`src/rtl/polara_loopback_pattern_gen.sv`:
```
// Loopback pattern generator: emits fixed, march or LFSR packets on up to eight
// independent valid/ready NoC channels, with per-channel sequence numbering.
module polara_loopback_pattern_gen #(
    parameter int          NUM_CH    = 3,
    parameter int          DATA_W    = 64,
    parameter int          PKT_FLITS = 4,
    parameter logic [31:0] LFSR_SEED = 32'hACE1_2024
) (
    input  logic                     chipset_clk,
    input  logic                     chip_rst_n,
    input  logic [1:0]               mode,
    input  logic [NUM_CH-1:0]        ch_en,
    input  logic                     start,
    input  logic                     stop,
    input  logic [15:0]              pkt_limit,
    output logic [NUM_CH*DATA_W-1:0] out_data,
    output logic [NUM_CH-1:0]        out_val,
    input  logic [NUM_CH-1:0]        out_rdy,
    output logic                     busy,
    output logic                     done,
    output logic [NUM_CH*16-1:0]     pkt_cnt
);

    localparam int         MW       = (DATA_W > 1) ? $clog2(DATA_W) : 1;
    localparam logic [7:0] LAST_IDX = 8'(PKT_FLITS - 1);

    typedef enum logic [1:0] {G_IDLE = 2'd0, G_RUN = 2'd1, G_DRAIN = 2'd2} gstate_t;
    typedef enum logic [1:0] {C_OFF = 2'd0, C_HDR = 2'd1, C_PAY = 2'd2, C_FIN = 2'd3} cstate_t;

    gstate_t           r_gst;
    logic [1:0]        r_mode;
    logic [NUM_CH-1:0] r_en;
    logic [15:0]       r_limit;
    logic [NUM_CH-1:0] w_fin;
    logic              w_all_fin;
    logic              w_launch;
    logic              w_draining;

    // Galois form, bit i of the state holds the x^i coefficient
    function automatic logic [31:0] lfsr_step(input logic [31:0] s);
        return {s[30:0], 1'b0} ^ (s[31] ? 32'h0040_0007 : 32'h0000_0000);
    endfunction

    function automatic logic [DATA_W-1:0] hdr_flit(input logic [15:0] seq, input logic [7:0] ch);
        logic [DATA_W-1:0] f;
        f       = '0;
        f[31:0] = {ch, seq, LAST_IDX};
        return f;
    endfunction

    function automatic logic [DATA_W-1:0] pay_flit(input logic [1:0] md, input logic [MW-1:0] pos,
                                                   input logic [31:0] lf);
        logic [DATA_W-1:0] f;
        f = '0;
        case (md)
            2'b01:   f = {(DATA_W/8){8'hA5}};
            2'b10:   f[pos] = 1'b1;
            2'b11:   f = {(DATA_W/32){lf}};
            default: f = '0;
        endcase
        return f;
    endfunction

    assign w_launch   = (r_gst == G_IDLE) && start && (mode != 2'b00) && (ch_en != '0);
    // A stop seen in RUN already steers channels on the same edge the FSM enters DRAIN
    assign w_draining = (r_gst == G_DRAIN) || ((r_gst == G_RUN) && stop);
    assign w_all_fin  = &w_fin;

    // Global run FSM with sampled run settings, busy and done
    always_ff @(posedge chipset_clk or negedge chip_rst_n) begin
        if (!chip_rst_n) begin
            r_gst   <= G_IDLE;
            r_mode  <= 2'b00;
            r_en    <= '0;
            r_limit <= 16'd0;
            busy    <= 1'b0;
            done    <= 1'b0;
        end else begin
            done <= 1'b0;
            case (r_gst)
                G_IDLE: begin
                    if (w_launch) begin
                        r_gst   <= G_RUN;
                        r_mode  <= mode;
                        r_en    <= ch_en;
                        r_limit <= pkt_limit;
                        busy    <= 1'b1;
                    end
                end
                G_RUN: begin
                    if (w_all_fin) begin
                        r_gst <= G_IDLE;
                        busy  <= 1'b0;
                        done  <= 1'b1;
                    end else if (stop) begin
                        r_gst <= G_DRAIN;
                    end
                end
                G_DRAIN: begin
                    if (w_all_fin) begin
                        r_gst <= G_IDLE;
                        busy  <= 1'b0;
                        done  <= 1'b1;
                    end
                end
                default: begin
                    r_gst <= G_IDLE;
                    busy  <= 1'b0;
                end
            endcase
        end
    end

    for (genvar c = 0; c < NUM_CH; c++) begin : g_ch
        cstate_t           r_cst;
        logic [15:0]       r_seq;
        logic [15:0]       r_cnt;
        logic [7:0]        r_idx;
        logic [MW-1:0]     r_pos;
        logic [31:0]       r_lfsr;
        logic [DATA_W-1:0] r_data;
        logic              r_val;
        logic              w_xfer;
        logic [MW-1:0]     w_pos_nxt;
        logic [31:0]       w_lfsr_nxt;
        logic [15:0]       w_cnt_nxt;

        assign w_xfer     = r_val & out_rdy[c];
        assign w_pos_nxt  = (r_pos == MW'(DATA_W - 1)) ? '0 : r_pos + 1'b1;
        assign w_lfsr_nxt = lfsr_step(r_lfsr);
        assign w_cnt_nxt  = (r_cnt == 16'hFFFF) ? r_cnt : r_cnt + 16'd1;
        assign w_fin[c]   = (r_cst == C_FIN) || !r_en[c];

        assign out_data[c*DATA_W +: DATA_W] = r_data;
        assign out_val[c]                   = r_val;
        assign pkt_cnt[c*16 +: 16]          = r_cnt;

        // Per-channel packet sequencer; the next flit is registered as the current one transfers
        always_ff @(posedge chipset_clk or negedge chip_rst_n) begin
            if (!chip_rst_n) begin
                r_cst  <= C_OFF;
                r_seq  <= 16'd0;
                r_cnt  <= 16'd0;
                r_idx  <= 8'd0;
                r_pos  <= '0;
                r_lfsr <= 32'd0;
                r_data <= '0;
                r_val  <= 1'b0;
            end else if (w_launch) begin
                r_cst  <= C_OFF;
                r_seq  <= 16'd0;
                r_cnt  <= 16'd0;
                r_idx  <= 8'd0;
                r_pos  <= '0;
                r_lfsr <= LFSR_SEED ^ 32'(c);
                r_data <= '0;
                r_val  <= 1'b0;
            end else if (r_gst == G_IDLE) begin
                r_cst <= C_OFF;
                r_val <= 1'b0;
            end else begin
                case (r_cst)
                    C_OFF: begin
                        if (r_en[c]) begin
                            if (w_draining) begin
                                r_cst <= C_FIN;
                            end else begin
                                r_cst  <= C_HDR;
                                r_val  <= 1'b1;
                                r_data <= hdr_flit(r_seq, 8'(c));
                            end
                        end
                    end
                    C_HDR: begin
                        if (w_xfer) begin
                            r_cst  <= C_PAY;
                            r_idx  <= 8'd1;
                            r_data <= pay_flit(r_mode, r_pos, r_lfsr);
                        end else if (w_draining) begin
                            r_cst <= C_FIN;
                            r_val <= 1'b0;
                        end
                    end
                    C_PAY: begin
                        if (w_xfer) begin
                            r_pos  <= w_pos_nxt;
                            r_lfsr <= w_lfsr_nxt;
                            if (r_idx == LAST_IDX) begin
                                r_cnt <= w_cnt_nxt;
                                r_seq <= r_seq + 16'd1;
                                r_idx <= 8'd0;
                                if (((r_limit != 16'd0) && (w_cnt_nxt == r_limit)) || w_draining) begin
                                    r_cst <= C_FIN;
                                    r_val <= 1'b0;
                                end else begin
                                    r_cst  <= C_HDR;
                                    r_data <= hdr_flit(r_seq + 16'd1, 8'(c));
                                end
                            end else begin
                                r_idx  <= r_idx + 8'd1;
                                r_data <= pay_flit(r_mode, w_pos_nxt, w_lfsr_nxt);
                            end
                        end
                    end
                    C_FIN: begin
                        r_val <= 1'b0;
                    end
                    default: begin
                        r_cst <= C_OFF;
                        r_val <= 1'b0;
                    end
                endcase
            end
        end
    end

endmodule

```
`config.mk`:
```
export PLATFORM = sky130hd
export DESIGN_NAME = polara_loopback_pattern_gen
export DESIGN_NICKNAME = d
export VERILOG_FILES = /design/src/rtl/polara_loopback_pattern_gen.sv
export SDC_FILE = /design/constraint.sdc
export NUM_CORES = 1
export LEC_CHECK = 0
export ABC_AREA = 1
export BUFFER_PORTS_ARGS = -buffer_cell sky130_fd_sc_hd__clkbuf_2
export CAP_MARGIN = 20
export CORE_ASPECT_RATIO = 1.2
export CORE_MARGIN = 5
export CORE_UTILIZATION = 44
export DETAILED_ROUTE_END_ITERATION = 10
export GPL_TIMING_DRIVEN = 1
export PLACE_DENSITY_LB_ADDON = 0.12
export SLEW_MARGIN = 20
export SYNTH_ARGS = -nofsm -noshare
export SYNTH_HDL_FRONTEND = slang
export SYNTH_SLANG_ARGS = --single-unit
```
`constraint.sdc`:
```
create_clock -name chipset_clk -period 3.2 [get_ports chipset_clk]
set_input_delay 0.64 -clock chipset_clk [delete_from_list [all_inputs] [get_ports chipset_clk]]
set_output_delay 0.64 -clock chipset_clk [all_outputs]
set_load 0.02 [all_outputs]
```
==> flow_summary.ini <==
[run_status]
outcome = completed

[clock_network]
clockRootBuffer = clkbuf_16
h-tree-depth = 2
clk_latency_ps = 610
cts_tree = built
clk_path_buf_depth = 3
post-cts-setup-buffers = 0
clk_pin_slew_ps = 60
cts_num_sinks = 460
cts_made_buffers = 49

[critical_path]
path_cells = nor2_1 > inv_1 > nand2_1 > clkinv_1 > buf_4 > a22oi_1 > nor2_1 > nand3_1 > nand2_1
cpMaxStageDelayCell = nor2_1
critPathMaxStageDelay_ps = 870
critical_path_arrival_ps = 3520
critPathLaunchType = register
crit_path_end_kind = register
cp_num_buf_inv = 3
crit_family = simple AND/OR/NAND/NOR gates
worstSetupPathType = reg2reg
required_ps = 3690
crit_fanout = 37

[die]
ioPinCount = 273
start_util = 0.443
core_um2 = 66900
die-width_um = 247
die_area_um2 = 72600
rows = 104
die_h_um = 294

[sta]
layout_setup_ws_ps = 178
min_period_over_period = 0.944
drv_slew = 0
hold_violations = 0
fin_crit_ps = 3020
finClkSkew_ps = 23.0
fmax_mhz = 331
setup_viol = 0
slew_headroom = 0.326
worst_pin_slew_ps = 1010

[yosys]
synth_cell_type_count = 53
synth_top_area_frac = 0.389
synth-edff-count = 0
async_reset_ff_frac = 1.00
ys.flop_type = dfrtp_1
ys_warn_count = 0
synthTopCellsByCount = 896 x nand2_1, 485 x o21ai_0, 463 x inv_1
syn_avg_cell_area_um2 = 7.09
synth.ff_latch_count = 460
synth_cells = 4176
yosysSeqAreaShare = 0.389
synth_area_leaders = dfrtp_1 39%, nand2_1 11%, o21ai_0 8.2%, inv_1 5.9%, nor2_1 5.9%
synth_area_leader_cell = dfrtp_1
synth_nets = 4234
synth_area_um2 = 29600
synth_most_common_cell = nand2_1

[min_path]
hold_path.class = in2reg

[pwr]
vdd_ir_drop_max_mv = 0.551
p_per_area_nw_per_um2 = 906
cellLeakagePower_uw = 0.0159

[detailed_routing]
drc = 0
first_pass_iters = 6
vias = 30700
drt-total-wl_um = 108000
wl_per_cell_um = 20.2
via_per_inst = 5.73
ant_nets = 0
drt-initial-drc-count = 3157

[global_route]
grt_overflow = 0
globalRouteTotalUtil = 0.290
grt_max_degree = 85
antenna_found_initial = 0
grt_pass1_wl_um = 170000
grt_pass1_vias = 29800

[cells_and_area]
area_delta_synth_final_pct = 14.9
drive_above_1_share = 0.128
final_area_um2 = 34000
n_antenna_cell = 0
nets = 4476
nFillCells = 6931
instances_no_fill = 5358
fin_util = 0.508

[place]
place.gp.congestion = 1.01
post_dp_cell_area_um2 = 32200
hpwlAfterDp_um = 80000
place_inst = 5266
io_buffers = 272
preCtsSetupSlack_ps = 87.1

[flow_run]
cap_viol_max_count = 0
[final timing paths]
path / start / end / slack, ps / cells after the start
worst max-delay path: r_mode[0] / g_ch[2].r_data[27] / 180 / 9
worst min-delay path: pkt_limit[13] / r_limit[13] / 260 / 3
worst max register to register: r_mode[0] / g_ch[2].r_data[27] / 180 / 9
worst min register to register: g_ch[1].r_data[40] / g_ch[1].r_data[40] / 470 / 2
max in group asynchronous: chip_rst_n / g_ch[2].r_data[2] / 1760 / 3
min in group asynchronous: chip_rst_n / r_limit[13] / 550 / 2
[metal layers]
| metal | global-route usage | wire, um | vias up |
|---|---|---|---|
| met5 | 0 | 0 | - |
| met4 | 0.108 | 4290 | 0 |
| met3 | 0.0432 | 7900 | 270 |
| met2 | 0.457 | 49200 | 1389 |
| met1 | 0.406 | 46800 | 14500 |
| li1 | - | - | 14500 |
[report_power, final]
group / internal (uW) / switching, uW
Combinational: 5000 / 11300
Sequential: 7250 / 1130
Clock: 3590 / 2530
[worst register-to-register path: cells and delay by family (launching register included)]
| family | cells | cell delay (ps) |
|---|---|---|
| AOI/OAI and AO/OA | 1 | 350 |
| buffers and inverters | 3 | 600 |
| and+or+nand+nor | 5 | 1370 |
| DFF | 1 | 590 |
[per-stage QoR]
step                hold slack (ps)  setup TNS (ps)  power [uW]
CTS                             227               0       30600
global route                    260            -825       32900
global placement                454               0       24400
finish                          259               0       30800
detailed placement              458               0       24400
floorplan                       344               0       19000
[cells in the final DEF, fill, tap and decap left out, types with 55 or more instances in the layout]
master | Yosys | layout
xor2_1 | 55 | 55
o21ai_0 | 485 | 485
clkbuf_2 | 0 | 271
buf_4 | 11 | 117
a22oi_1 | 157 | 157
inv_1 | 463 | 463
nor3_1 | 60 | 57
a21oi_1 | 168 | 168
o211ai_1 | 75 | 75
dfrtp_1 | 460 | 459
nand2_1 | 896 | 894
nor2_1 | 462 | 455
o22ai_1 | 132 | 132
nand3_1 | 326 | 326
[cell type report]
| type | instances | area, um^2 | share of cell area |
|---|---|---|---|
| Clock inverter | 21 | 282 | 0.00828 |
| Clock buffer | 69 | 1420 | 0.0419 |
| Timing Repair Buffer | 407 | 2600 | 0.0764 |
| Sequential cell | 460 | 11500 | 0.339 |
| Multi-Input combinational cell | 3019 | 15200 | 0.448 |
| Inverter | 481 | 1810 | 0.0532 |
| Tap cell | 901 | 1130 | 0.0332 |
[kinds of logic after synthesis]
logic type / count (synthesis) / synth area share
flip-flops: 460 / 0.389
AND/OR/NAND/NOR: 1847 / 0.266
AO/OA/AOI/OAI: 1072 / 0.211
XOR/XNOR: 70 / 0.0212
adder cells (fa/ha/maj): 30 / 0.0127
buffers and inverters: 697 / 0.0999
[sequential cells by signal, summed over array words and instances (netlist names), 6 cells and up]
name / count
g_ch.r_data: 192
g_ch.r_lfsr: 96
g_ch.r_cnt: 48
g_ch.r_seq: 48
g_ch.r_idx: 24
g_ch.r_pos: 18
r_limit: 16
g_ch.r_cst: 6
[what timing repair did]
item | 4_1_cts | 5_1_grt
gates resized for setup | 0 | 12
hold buffers | 1 | 0
setup endpoints to repair | 0 | 192
endpoints found under the hold margin | 42 | 0
Note: power is estimated with default switching activity, not from simulation.
